`src/rtl/kyber_pkg.sv`:
```
// Shared constants and types for the Kyber polynomial decompress stream:
// modulus, polynomial size, legal compression widths and the framing FSM states.
package kyber_pkg;

   localparam int Q      = 3329;
   localparam int N      = 256;
   localparam int COEF_W = 12;
   localparam int IN_W   = 8;
   localparam int MAX_D  = 11;
   localparam int BUF_W  = IN_W + MAX_D - 1;
   localparam int PROD_W = 24;

   // Bit k set means d=k is supported: {1,4,5,10,11}.
   localparam logic [15:0] LEGAL_D_MASK = 16'h0C32;

   typedef enum logic [1:0] {
      IDLE,
      RUN,
      DONE
   } state_e;

   function automatic logic d_legal(input logic [3:0] d);
      return LEGAL_D_MASK[d];
   endfunction

endpackage

```
`src/rtl/poly_decompress_stream_if.sv`:
```
// Byte-in / coefficient-out stream bundle for the polynomial decompressor.
// The slave side is the decompressor, the master side is its environment.
interface poly_decompress_stream_if;
   import kyber_pkg::*;

   logic [IN_W-1:0]   in_data_i;
   logic              in_valid_i;
   logic              in_ready_o;
   logic [COEF_W-1:0] coef_o;
   logic              coef_valid_o;
   logic              coef_ready_i;
   logic              coef_last_o;

   modport master (
      output in_data_i, in_valid_i, coef_ready_i,
      input  in_ready_o, coef_o, coef_valid_o, coef_last_o
   );

   modport slave (
      input  in_data_i, in_valid_i, coef_ready_i,
      output in_ready_o, coef_o, coef_valid_o, coef_last_o
   );

endinterface

```
`src/rtl/decompress_core.sv`:
```
// Combinational Kyber decompress: coef = (Q*x + 2^(d-1)) >> d for a run-time d.
// Inputs above the selected d must already be masked to zero by the caller.
module decompress_core
   import kyber_pkg::*;
(
   input  logic [MAX_D-1:0]  x_i,
   input  logic [3:0]        d_i,
   output logic [COEF_W-1:0] coef_o
);

   logic [PROD_W-1:0] half;
   logic [PROD_W-1:0] prod;
   logic [PROD_W-1:0] rounded;

   always_comb begin
      half    = PROD_W'(1) << (d_i - 4'd1);
      prod    = PROD_W'(Q) * PROD_W'(x_i) + half;
      rounded = prod >> d_i;
   end

   // The quotient is always below Q, so the upper bits are structurally zero.
   assign coef_o = rounded[COEF_W-1:0];

   logic unused_hi;
   assign unused_hi = ^rounded[PROD_W-1:COEF_W];

endmodule

```
`src/rtl/poly_decompress_stream.sv`:
```
// Streaming Kyber ByteDecode + Decompress: unpacks LSB-first d-bit fields from a
// byte stream and emits N decompressed coefficients with valid/ready framing.
module poly_decompress_stream
   import kyber_pkg::*;
(
   input  logic                      clk,
   input  logic                      rst_n,
   input  logic                      start_i,
   input  logic [3:0]                d_i,
   output logic                      busy_o,
   output logic                      mode_err_o,
   poly_decompress_stream_if.slave   s_if
);

   state_e            state_q, state_d;
   logic [3:0]        d_q, d_d;
   logic [BUF_W-1:0]  buf_q, buf_d;
   logic [4:0]        bitcnt_q, bitcnt_d;
   logic [8:0]        bytes_left_q, bytes_left_d;
   logic [7:0]        coef_cnt_q, coef_cnt_d;
   logic [COEF_W-1:0] coef_q, coef_d;
   logic              coef_valid_q, coef_valid_d;
   logic              coef_last_q, coef_last_d;
   logic              mode_err_q, mode_err_d;

   logic              in_ready;
   logic              accept;
   logic              extract;
   logic              out_free;
   logic [4:0]        d_ext;
   logic [MAX_D-1:0]  x_mask;
   logic [MAX_D-1:0]  x_val;
   logic [COEF_W-1:0] core_coef;

   assign d_ext    = {1'b0, d_q};
   assign out_free = !coef_valid_q || s_if.coef_ready_i;
   assign x_mask   = MAX_D'((12'd1 << d_q) - 12'd1);
   assign x_val    = buf_q[MAX_D-1:0] & x_mask;

   decompress_core u_core (
      .x_i    (x_val),
      .d_i    (d_q),
      .coef_o (core_coef)
   );

   always_comb begin
      state_d      = state_q;
      d_d          = d_q;
      buf_d        = buf_q;
      bitcnt_d     = bitcnt_q;
      bytes_left_d = bytes_left_q;
      coef_cnt_d   = coef_cnt_q;
      coef_d       = coef_q;
      coef_valid_d = coef_valid_q;
      coef_last_d  = coef_last_q;
      mode_err_d   = 1'b0;
      in_ready     = 1'b0;
      accept       = 1'b0;
      extract      = 1'b0;

      // Drain first; an extract below may refill the register in the same cycle.
      if (coef_valid_q && s_if.coef_ready_i) begin
         coef_valid_d = 1'b0;
         coef_last_d  = 1'b0;
      end

      unique case (state_q)
         IDLE: begin
            if (start_i) begin
               if (d_legal(d_i)) begin
                  state_d      = RUN;
                  d_d          = d_i;
                  bytes_left_d = {d_i, 5'd0};
                  buf_d        = '0;
                  bitcnt_d     = '0;
                  coef_cnt_d   = '0;
               end else begin
                  mode_err_d   = 1'b1;
               end
            end
         end
         RUN: begin
            in_ready = (bitcnt_q < d_ext) && (bytes_left_q != 9'd0);
            accept   = in_ready && s_if.in_valid_i;
            extract  = (bitcnt_q >= d_ext) && out_free;
            if (accept) begin
               buf_d        = buf_q | (BUF_W'(s_if.in_data_i) << bitcnt_q);
               bitcnt_d     = bitcnt_q + 5'd8;
               bytes_left_d = bytes_left_q - 9'd1;
            end
            if (extract) begin
               buf_d        = buf_q >> d_q;
               bitcnt_d     = bitcnt_q - d_ext;
               coef_d       = core_coef;
               coef_valid_d = 1'b1;
               coef_last_d  = (coef_cnt_q == 8'(N - 1));
               coef_cnt_d   = coef_cnt_q + 8'd1;
               if (coef_cnt_q == 8'(N - 1)) begin
                  state_d = DONE;
               end
            end
         end
         DONE: begin
            if (coef_valid_q && s_if.coef_ready_i && coef_last_q) begin
               state_d = IDLE;
            end
         end
         default: state_d = IDLE;
      endcase
   end

   always_ff @(posedge clk or negedge rst_n) begin
      if (!rst_n) begin
         state_q      <= IDLE;
         d_q          <= '0;
         buf_q        <= '0;
         bitcnt_q     <= '0;
         bytes_left_q <= '0;
         coef_cnt_q   <= '0;
         coef_q       <= '0;
         coef_valid_q <= 1'b0;
         coef_last_q  <= 1'b0;
         mode_err_q   <= 1'b0;
      end else begin
         state_q      <= state_d;
         d_q          <= d_d;
         buf_q        <= buf_d;
         bitcnt_q     <= bitcnt_d;
         bytes_left_q <= bytes_left_d;
         coef_cnt_q   <= coef_cnt_d;
         coef_q       <= coef_d;
         coef_valid_q <= coef_valid_d;
         coef_last_q  <= coef_last_d;
         mode_err_q   <= mode_err_d;
      end
   end

   assign busy_o            = (state_q != IDLE);
   assign mode_err_o        = mode_err_q;
   assign s_if.in_ready_o   = in_ready;
   assign s_if.coef_o       = coef_q;
   assign s_if.coef_valid_o = coef_valid_q;
   assign s_if.coef_last_o  = coef_last_q;

   // N*d is a whole number of bytes, so the final extract must drain everything.
   a_framing: assert property (@(posedge clk) disable iff (!rst_n)
      (extract && coef_cnt_q == 8'(N - 1)) |-> (bitcnt_q == d_ext && bytes_left_q == 9'd0));

endmodule

```
`src/flat_wrapper.sv`:
```
// flat-port wrapper written by rule: the top's interface ports become plain ports
module poly_decompress_stream_flat import kyber_pkg::*;
  (clk, rst_n, start_i, d_i, busy_o, mode_err_o, s_if_in_data_i, s_if_in_valid_i, s_if_coef_ready_i, s_if_in_ready_o, s_if_coef_o, s_if_coef_valid_o, s_if_coef_last_o);
  poly_decompress_stream_if s_if_i ();
  input  logic clk;
  input  logic rst_n;
  input  logic start_i;
  input  logic [3:0] d_i;
  output logic busy_o;
  output logic mode_err_o;
  input wire logic [$bits(s_if_i.in_data_i)-1:0] s_if_in_data_i;
  input wire logic [$bits(s_if_i.in_valid_i)-1:0] s_if_in_valid_i;
  input wire logic [$bits(s_if_i.coef_ready_i)-1:0] s_if_coef_ready_i;
  output wire logic [$bits(s_if_i.in_ready_o)-1:0] s_if_in_ready_o;
  output wire logic [$bits(s_if_i.coef_o)-1:0] s_if_coef_o;
  output wire logic [$bits(s_if_i.coef_valid_o)-1:0] s_if_coef_valid_o;
  output wire logic [$bits(s_if_i.coef_last_o)-1:0] s_if_coef_last_o;
  assign s_if_i.in_data_i = s_if_in_data_i;
  assign s_if_i.in_valid_i = s_if_in_valid_i;
  assign s_if_i.coef_ready_i = s_if_coef_ready_i;
  assign s_if_in_ready_o = s_if_i.in_ready_o;
  assign s_if_coef_o = s_if_i.coef_o;
  assign s_if_coef_valid_o = s_if_i.coef_valid_o;
  assign s_if_coef_last_o = s_if_i.coef_last_o;
  poly_decompress_stream u_core (.clk(clk), .rst_n(rst_n), .start_i(start_i), .d_i(d_i), .busy_o(busy_o), .mode_err_o(mode_err_o), .s_if(s_if_i));
endmodule
```
`config.mk`:
```
export PLATFORM = sky130hd
export DESIGN_NAME = poly_decompress_stream_flat
export DESIGN_NICKNAME = d
export VERILOG_FILES = /design/src/rtl/kyber_pkg.sv /design/src/rtl/poly_decompress_stream_if.sv /design/src/rtl/decompress_core.sv /design/src/rtl/poly_decompress_stream.sv /design/src/flat_wrapper.sv
export SDC_FILE = /design/constraint.sdc
export NUM_CORES = 1
export LEC_CHECK = 0
export ABC_AREA = 1
export BUFFER_PORTS_ARGS = -buffer_cell sky130_fd_sc_hd__buf_2
export CORE_MARGIN = 2
export CORE_UTILIZATION = 45
export DETAILED_ROUTE_END_ITERATION = 8
export PLACE_DENSITY_LB_ADDON = 0.08
export SYNTH_ARGS = -nofsm -noshare
export SYNTH_HDL_FRONTEND = slang
export SYNTH_HIERARCHICAL = 1
export SYNTH_SLANG_ARGS = --single-unit
export TNS_END_PERCENT = 5
```
`constraint.sdc`:
```
create_clock -name clk -period 7.17 [get_ports clk]
set_input_delay 0.3585 -clock clk [delete_from_list [all_inputs] [get_ports clk]]
set_output_delay 0.3585 -clock clk [all_outputs]
set_load 0.02 [all_outputs]
```
# Word level (Yosys, flattened, before mapping)
# Memories as Yosys holds them, arrays and structs flattened.
# Index checks and enable logic that the tools add are counted.
[totals]
reg_bits = 61
rom_bits = 16
in_bits = 17
out_inout_bits = 17
word_cells = 91
mem_count = 1
[memory_table]
columns = ["memory", "depth", "word_bits", "read_ports", "rd_ports_with_merged_regs", "wr", "line_no", "text"]
rows = [
  ["(no name shown)", 16, 1, 1, 0, 0, "kyber_pkg.sv:23", "return LEGAL_D_MASK[d];"],
]
[classes]
addsub = 7
mul = 1
n_lt_le_gt_ge = 3
n_eq_ne = 10
shift = 5
mux = 35
bitwise = 2
reduce_logical = 17
[op_table]
columns = ["cell", "count"]
rows = [
  ["$mux W18", 4],
  ["$pmux W18 S2", 1],
  ["$mux W9", 3],
  ["$add A23 B24 Y24", 1],
  ["$mux W8", 3],
  ["$shl A1 B4 Y24 const A", 1],
  ["$shr A24 B4 Y12", 1],
  ["$mul A12 B11 Y23 const A", 1],
  ["$mux W5", 4],
  ["$or A18 B18 Y18", 1],
  ["$pmux W9 S2", 1],
  ["$shl A8 B5 Y18", 1],
  ["$shr A18 B4 Y18", 1],
  ["$pmux W8 S2", 1],
  ["$reduce_and A4 Y1", 3],
  ["$and A11 B11 Y11", 1],
  ["$mux W1", 11],
  ["$shl A1 B4 Y11 const A", 1],
  ["$sub A11 B1 Y11 const B", 1],
  ["$mux W2", 5],
  ["$ne A2 B1 Y1 const B", 5],
  ["$pmux W5 S2", 1],
  ["$reduce_bool A9 Y1", 1],
  ["$sub A9 B1 Y9 const B", 1],
  ["other kinds (21)", 26],
]

# Depth between registers and ports, before layout
# Gate-level depths: netlist (run 1).
[depth]
depth_word = 6
mapped_depth = 36
ltp_nobuf = 35

# Cells and area by module
# Netlist (run 1), hierarchy kept.
[modules_own_cells]
columns = ["mod", "instances", "cells_per_inst", "area_each_um2", "seq_area_each_um2"]
rows = [
  ["poly_decompress_stream", 1, 741, 4624.4, 1526.5],
  ["decompress_core", 1, 642, 3886.2, 0.0],
]

# Worst setup path after synthesis (run 1)
# Ideal clock, no wire load.
[synth_timing]
kind = "register to register"
start = "reg u_core.d_q[3]"
end = "reg u_core.coef_q[11], in the netlist u_core/s_if.coef_o[11]"
setup_ns = 0.116
arrival_ns = 5.102
required_ns = 7.054
path_slack_ns = 1.951
path_stages_with_launch = 33
path_buffers = 2
synth_period_minus_slack_ns = 5.219
cell_sequence = "dfrtp_1 > buf_2 > nor2_1 > clkbuf_1 > nand2_1 > ha_1 > inv_1 > nor2_1 > a31oi_1 > ha_1 > ha_1 > ha_1 > inv_1 > fa_1 > inv_1 > fa_1 > ha_1 > nand2_1 > inv_1 > nand2_1 > inv_1 > a21oi_1 > nand2_1 > nand2_1 > nand3_1 > nand3_2 > nand2_1 > nand2_1 > nand3_1 > nand2_1 > inv_1 > nand2_1 > nand2_1"
[synth_between]
elab_chain_cells = 6
word_cells_on_any_way = 11
cone_classes = "add/sub: 3; mul: 1; order compare: 1; shift: 3; bitwise: 1; reduce/logical: 2"
[synth_lines]
columns = ["item", "line_no", "text"]
rows = [
  ["start, declared", "poly_decompress_stream.sv:16", "logic [3:0] d_q, d_d;"],
  ["start signal, assigned", "poly_decompress_stream.sv:115", "d_q <= '0;"],
  ["start signal, assigned", "poly_decompress_stream.sv:126", "d_q <= d_d;"],
  ["$shl A1 B4 Y11", "poly_decompress_stream.sv:37", "assign x_mask = MAX_D'((12'd1 << d_q) - 12'd1);"],
  ["$sub A11 B1 Y11", "poly_decompress_stream.sv:37", ""],
  ["$and A11 B11 Y11", "poly_decompress_stream.sv:38", "assign x_val = buf_q[MAX_D-1:0] & x_mask;"],
  ["net u_core.x_val[6]", "poly_decompress_stream.sv:32", "logic [MAX_D-1:0] x_val;"],
  ["$mul A12 B11 Y23", "decompress_core.sv:17", "prod = PROD_W'(Q) * PROD_W'(x_i) + half;"],
  ["$add A23 B24 Y24", "decompress_core.sv:17", ""],
  ["$shr A24 B4 Y12", "decompress_core.sv:18", "rounded = prod >> d_i;"],
  ["net u_core.core_coef[11]", "poly_decompress_stream.sv:33", "logic [COEF_W-1:0] core_coef;"],
  ["end signal, assigned", "poly_decompress_stream.sv:131", "coef_q <= coef_d;"],
  ["end, declared", "poly_decompress_stream.sv:21", "logic [COEF_W-1:0] coef_q, coef_d;"],
]
# The timed path passes the listed nets, and every way through them passes these cells.
# A chain may end at the register's enable or synchronous reset.

# Worst setup path in the final report (run 1)
# Ends and elaborated chain as after synthesis.

==> impl_summary.md, run 1 <==
Run status
The run finished with clean final reports.

Floorplan
The floorplan step set the die width to 142 um. The initial utilization of the core area, before any placement, comes to 45.7%. The floorplan step set the die height to 142 um. In this run the count of I/O pins placed on the die edge is 34. The overall die area is 20000 um2. The number of core rows is 50. The total area inside the core boundary comes to 18600 um2.

Worst setup path
The largest single stage delay on the critical path is 0.71 ns. The required time of the worst setup path is 7.40 ns. By startpoint and endpoint, the worst setup path is classified as register to register. STA classifies the critical path endpoint as a register. In this design, the critical path's most frequently occurring cell is nand2_1. The worst setup path is launched from a register.

The cell with the biggest individual delay on the critical path is nor2_1. For the worst setup path, the data arrival time is 6.48 ns. Of all nets on the critical path, the largest fanout is 17.

STA
Setup repair after global routing left no endpoint under its margin. The final total negative setup slack is 0 ns. In this run the tightest slew margin relative to its limit is 31.5%. The count of endpoints failing setup in the final report is 0. The tightest hold path in the finished design has a slack of 0.172 ns. The maximum operating frequency is 160 MHz.

The routed design could run at a clock period as short as 6.25 ns. Of the available clock period, the critical path in the final layout requires 87.2%. The number of failing hold endpoints at the final stage is 0. The number of pins exceeding their max-slew limit in the final report is 0. For the final database, setup skew stands at 0.0116 ns. The slew at the pin closest to its max-slew limit is 1.03 ns.

Drt
The final layout contains routed wiring with a total length of 23.9 mm. The final routed DRC violation total is 0. The pre-antenna-repair detailed-routing pass consisted of 5 iterations. The ratio of routed vias to standard cells is 5.34. After the first detailed-routing iteration, the DRC count stood at 607. Dividing the detail-routed wire length by the instance count gives 14.7 um.

For this block, the via count after detailed routing is 8674. The final antenna-violating net count is 0.

Final layout
The area growth from synthesis to layout is 5.78%. The number of nets at the end of the flow is 1516. Of the cells placed in the final design, the portion with a size suffix greater than 1 is 7.13%. The number of inserted diodes is 0. The fill cell total of the finished layout is 2043.

Synthesis
In the synthesized netlist the dominant register cell turns out to be dfrtp_1. The post-synthesis area per instance is 6.15 um2. The netlist area before placement is 8510 um2. The Yosys warning count is 6.

The share of flip-flops with an asynchronous set or reset is 100%. After synthesis, the cell types taking the most area are nand2_1 22%, dfrtp_1 18%, ha_1 14%. The count of cell types in the netlist is 43. After synthesis, flip-flops and latches occupy 17.9% of the total area. The area share of the leading cell type in the synthesized netlist is 21.6%. Synthesis produced 1383 cells. The most used standard cell by instance count after synthesis is nand2_1. By count the netlist is led by 489 x nand2_1, 210 x nand3_1, 170 x inv_1, 97 x ha_1, 82 x nor2_1. The synthesized net count is 1515. Counting flops with a built-in enable in the synthesized netlist gives 0. Of all cell types, the one taking the most synthesized area is nand2_1. Counting flops and latches in the post-synthesis netlist gives 61.

GRT
The first global-routing pass estimated 40.1 mm of wire. The via count of the first global-routing pass is 8363. Global routing finished with a remaining overflow of 0. The number of antenna violations at the first check in global routing is 0. Entering global routing, the biggest net connects 62 pins. Global routing consumed, over all layers together, 24.7% of the routing resources.

CTS
In this run the clock root is driven by a clkbuf_16. The clock tree from TritonCTS is built. The clock passes through at most 2 buffers. The clock-pin slew reported for the worst setup and hold paths after clock tree synthesis is 0.06 ns. For the worst-skew pair, the clock arrives at the later sink with an insertion delay of 0.34 ns. The number of resized instances in the post-cts repair step is 0. The number of clock buffers inserted by TritonCTS is 9. The number of clock sinks is 61. In this run the number of H-tree levels came out at 3.

Once the clock tree was built, the setup fixing pass inserted 0 buffers. For this design, the CTS-stage hold fixing added 0 buffers.

Job
The reported max-cap violation count is 0.

Min path
The class of the tightest hold or removal check is input pin to asynchronous set/reset pin.

Placed design
The HPWL after detailed placement is 18.8 mm. The routability-driven placement congestion ratio is 0.922. Port buffering added 33 buffers.
-- registers in the layout, summed over array words and instances, names as in the netlist --
signal                    cells
u_core/mode_err_o             1
u_core/state_q                2
u_core/bytes_left_q           9
u_core/s_if.coef_o           12
u_core/coef_cnt_q             8
u_core/d_q                    4
u_core/buf_q                 18
u_core/s_if.coef_last_o       1
u_core/bitcnt_q               5
u_core/s_if.coef_valid_o      1
-- critical path: cells and delay by family, from the launching register on --
kind	cells	cell delay [ns]
AOI/OAI and AO/OA	2	0.62
adders and majority gates	7	2.52
buffers and inverters	6	0.34
DFF	1	0.61
and+or+nand+nor	15	2.02
-- worst paths after layout --
kind                                                      endpoint  slack (ns)  depth (start not counted)                         startpoint
worst max-delay path            u_core/s_if.coef_o[11]$_DFFE_PN0P_        0.92                         30          u_core/d_q[3]$_DFFE_PN0P_
worst min-delay path                  u_core/buf_q[14]$_DFFE_PN0P_        0.17                          2                              rst_n
worst max register to register  u_core/s_if.coef_o[11]$_DFFE_PN0P_        0.92                         30          u_core/d_q[3]$_DFFE_PN0P_
worst min register to register   u_core/s_if.coef_o[2]$_DFFE_PN0P_        0.47                          2  u_core/s_if.coef_o[2]$_DFFE_PN0P_
max in group asynchronous       u_core/bytes_left_q[1]$_DFFE_PN0P_        6.41                          2                              rst_n
min in group clk                       u_core/mode_err_o$_DFF_PN0_        0.28                          3                            start_i
-- placed cells by master, fill, tap and decap left out, types with 3 or more instances in the layout --
master,count
o22ai_1,3
dfrtp_1,61
a21oi_1,32
xor2_1,10
ha_1,97
nand2_2,9
clkinv_2,3
xnor2_1,6
inv_2,7
nand3_2,10
clkinv_1,3
nand3b_1,5
nor2_4,4
buf_2,33
nand3_1,210
o21ai_0,51
nor2_2,6
nor3_1,14
clkbuf_16,9
nand2_1,489
fa_1,18
o211ai_1,3
inv_1,170
nor2_1,82
buf_4,7
nand4_1,16
o21ai_1,8
-- stage by stage --
stage | cell area (um2) | cells | worst slack (ns) | util, %
6_report | 9000 | 1623 | 0.919 | 48.3
3_5_place_dp | 8730 | 1607 | 0.936 | 46.8
4_1_cts | 9000 | 1623 | 0.920 | 48.3
3_3_place_gp | 8730 | 1607 | 1.13 | 46.8
2_1_floorplan | 8510 | 1383 | 1.95 | -
5_1_grt | 9000 | 1623 | 0.414 | 48.3
-- layer usage --
metal  part of all wire (%)  wire, um  global-route usage [%]
met1                     45     10800                    31.5
met5                      0         0                       0
met3                    4.2       995                    2.67
met4                    2.6       628                    7.32
met2                     48     11500                    43.9
-- layout make-up --
class,instances,area (um2),area share (%)
Multi-Input combinational cell,1092,6020,66.8
Timing Repair Buffer,40,218,2.42
Inverter,180,676,7.51
Clock inverter,7,48.8,0.542
Clock buffer,9,225,2.50
Sequential cell,61,1530,17.0
Tap cell,234,293,3.25
-- cell families after synthesis --
family,Yosys count,synth area share [%]
buf+inv,230,11.4
mux,2,0.235
compound gates,105,6.59
xor+xnor,16,1.65
flops,61,17.9
fa+ha+maj,115,18.5
simple gates,854,43.7
Power of run 1 is left out: the tool's default activity adds up to more than one toggle a clock period on the data nets, which glitch-free logic cannot reach.
==> run 2: changes to the inputs <==
--- a/config.mk
+++ b/config.mk
@@ -8,7 +8,7 @@
 export ABC_AREA = 1
 export BUFFER_PORTS_ARGS = -buffer_cell sky130_fd_sc_hd__buf_2
 export CORE_MARGIN = 2
-export CORE_UTILIZATION = 45
+export CORE_UTILIZATION = 57
 export DETAILED_ROUTE_END_ITERATION = 8
 export PLACE_DENSITY_LB_ADDON = 0.08
 export SYNTH_ARGS = -nofsm -noshare
==> run 2 against run 1 <==
Fmax rose by 3.0%. Setup slack improved by 0.18 ns. Worst hold slack improved by 0.0072 ns. Design area fell by 0.26%. Routed wire length fell by 3.3%. Clock skew fell by 0.0012 ns. Sequential share of layout area barely moved. Via count rose by 1.7%.
==> impl_summary.md, run 2 (synthesis gave the netlist of run 1 again) <==
Run status
The flow ran to the end, and the final reports show no timing, DRC or antenna violations.

Worst setup path
The depth of the most critical reg-to-reg path was 29 (-3.3%). The worst reg-to-reg setup slack is 1.10 ns (+0.18 ns). The delay contributed by the slowest stage of the critical path is 0.66 ns (-0.05 ns). The endpoint identified for the worst register-to-register timing path is u_core/s_if.coef_o[8]$_DFFE_PN0P_. The number of gates on the worst path with buffers counted is 29 (-3.3%). STA classifies the critical path startpoint as a register. The sum of buffers and inverters on the critical path is 4 (-2). The required time of the worst setup path is 7.40 ns (about the same). The cell family contributing the most delay on the critical path is adder cells.

The largest fanout on the critical path was 15 (-2). STA classifies the critical path endpoint as a register. In this run the critical register-to-register path is launched from u_core/d_q[2]$_DFFE_PN0P_. The category of the most critical setup path is register to register. The data arrival time of the critical path came to 6.30 ns (-0.18 ns). The most frequent cell on the critical path is nand2_1. The cell with the biggest individual delay on the critical path is nor2_1.

Floorplan
The overall die width was 126 um (-11%). The die outline height was 126 um (-11%). The number of core rows is 44 (-12%). The count of pins on the block boundary is 34 (unchanged). The overall die area was 15900 um2 (-20%). The starting utilization of the core area is 58.6% (+13 points). The core area is 14500 um2 (-22%).

Final layout
The register with the most flip-flops in the final layout is u_core/buf_q. The fraction of final layout cells with drive strength greater than 1 is 7.26% (+0.13 points). Leaving out fill and tap cells, the most frequent cells in the layout are 489 x nand2_1, 210 x nand3_1, 170 x inv_1. The flip-flop count of the largest register after layout is 18 (unchanged). The number of nets at the end of the flow is 1518 (+0.13%). The post-layout utilization of the core is 61.8% (+13 points). The number of inserted diodes is 0 (unchanged).

The area growth from synthesis to layout is 5.50%. The commonest non-fill, non-tap cell in the layout is nand2_1.

Placed design
The routability-driven placement congestion ratio is 0.965 (+4.7%). The detailed placer's ending HPWL came to 18.0 mm (-4.3%). The number of I/O port buffers came to 33 (unchanged).

Drt
The ratio of routed vias to standard cells came to 5.60 (+4.8%). The routed wire length was 23.1 mm (-3.3%). The number of iterations in the first detailed-routing pass is 8 (+3). The mean routed wirelength per cell is 14.7 um (-0.37%). The final routed DRC violation total is 0 (unchanged). The total via count after detailed routing was 8824 (+1.7%). The violation count after the first detailed-routing iteration came to 620 (+2.1%). The final antenna-violating net count is 0 (unchanged).

STA
The number of failing hold endpoints at the final stage is 0 (unchanged). The count of endpoints failing setup in the final report is 0 (unchanged). The fraction of the cycle the final worst path needs is 84.6% (-2.6 points). The final total negative setup slack is 0 ns (unchanged).

The worst hold margin was 0.179 ns (+0.00725 ns). The maximum operating frequency is 165 MHz (+3.0%). The worst clock skew is 0.0103 ns (-0.00124 ns). The headroom to the max-slew limit is 32.0% (+0.57 points). The number of pins exceeding their max-slew limit in the final report is 0 (unchanged). Setup repair after global routing left no endpoint under its margin. The slew at the pin closest to its max-slew limit is 1.02 ns (-0.00860 ns). The post-route minimum period is 6.07 ns (-0.184 ns).

CTS
The number of buffers on the longest clock path is 2 (unchanged). The number of resized instances in the post-cts repair step came to 0 (unchanged). The number of clock sinks is 61 (unchanged). The library cell used as clock root buffer is clkbuf_16. The clock-pin slew reported for the worst setup and hold paths after clock tree synthesis is 0.06 ns (about the same). The setup fix buffers added after clock tree synthesis is 0 (unchanged). TritonCTS built the clock tree.

The count of hold buffers inserted by post-cts repair is 0 (unchanged). The count of H-tree levels built during CTS is 3 (unchanged). The source-to-sink clock delay at the later pin of the worst-skew pair is 0.34 ns (about the same). The number of clock buffers inserted by TritonCTS is 9 (unchanged).

Job
The reported max-cap violation count is 0 (unchanged).

GRT
The first-pass GRT wire length is 39.4 mm (-1.8%). The via count of the first global-routing pass is 8351 (-0.14%). The pin count of the biggest net entering global routing is 62 (unchanged). The total routing resource utilization after global routing is 30.0% (+5.4 points). The total global routing overflow is 0 (unchanged).

The number of antenna violations at the first check in global routing is 0 (unchanged).

Min path
The class of the tightest hold or removal check is input pin to asynchronous set/reset pin.
## run 2: worst register-to-register path, delay by kind of cell, from the launching register on
family	cells	cell delay (ns)
AO/OA/AOI/OAI	1	0.40
AND/OR/NAND/NOR	17	2.24
buffers and inverters	4	0.25
adder cells (fa/ha/maj)	7	2.53
flip-flops	1	0.54
## run 2: per-stage QoR
step / worst slack (ns) / cell area (um2) / instances
2_1_floorplan: 1.95 / 8510 / 1383
3_3_place_gp: 1.29 / 8680 / 1559
3_5_place_dp: 1.17 / 8680 / 1559
4_1_cts: 1.14 / 8980 / 1575
5_1_grt: 0.522 / 8980 / 1575
6_report: 1.10 / 8980 / 1575
## run 2: per-layer routing
layer	vias up	global-route usage (%)	share of wire [%]
met5	-	0	0
met4	0	12.5	3.6
met3	58	3.31	4.3
met2	279	50.3	47
met1	4023	39.5	45
li1	4464	-	-
## run 2: worst max path at each step
stage                                    startpoint                                 end  slack (ns)
after floorplan           u_core/d_q[3]$_DFFE_PN0P_  u_core/s_if.coef_o[11]$_DFFE_PN0P_        1.95
after global placement    u_core/d_q[2]$_DFFE_PN0P_   u_core/s_if.coef_o[8]$_DFFE_PN0P_        1.29
after detailed placement  u_core/d_q[2]$_DFFE_PN0P_   u_core/s_if.coef_o[8]$_DFFE_PN0P_        1.17
after CTS                 u_core/d_q[2]$_DFFE_PN0P_   u_core/s_if.coef_o[8]$_DFFE_PN0P_        1.14
after global routing      u_core/d_q[2]$_DFFE_PN0P_   u_core/s_if.coef_o[8]$_DFFE_PN0P_        0.52
final                     u_core/d_q[2]$_DFFE_PN0P_   u_core/s_if.coef_o[8]$_DFFE_PN0P_        1.10
## run 2: area by class of cell
cell class	count	area [um2]
Inverter	180	676
Multi-Input combinational cell	1092	6020
Sequential cell	61	1530
Clock inverter	7	72.6
Clock buffer	9	225
Timing Repair Buffer	42	233
Fill cell	1471	5560
Tap cell	184	230
Power of run 2 is left out for the same reason.
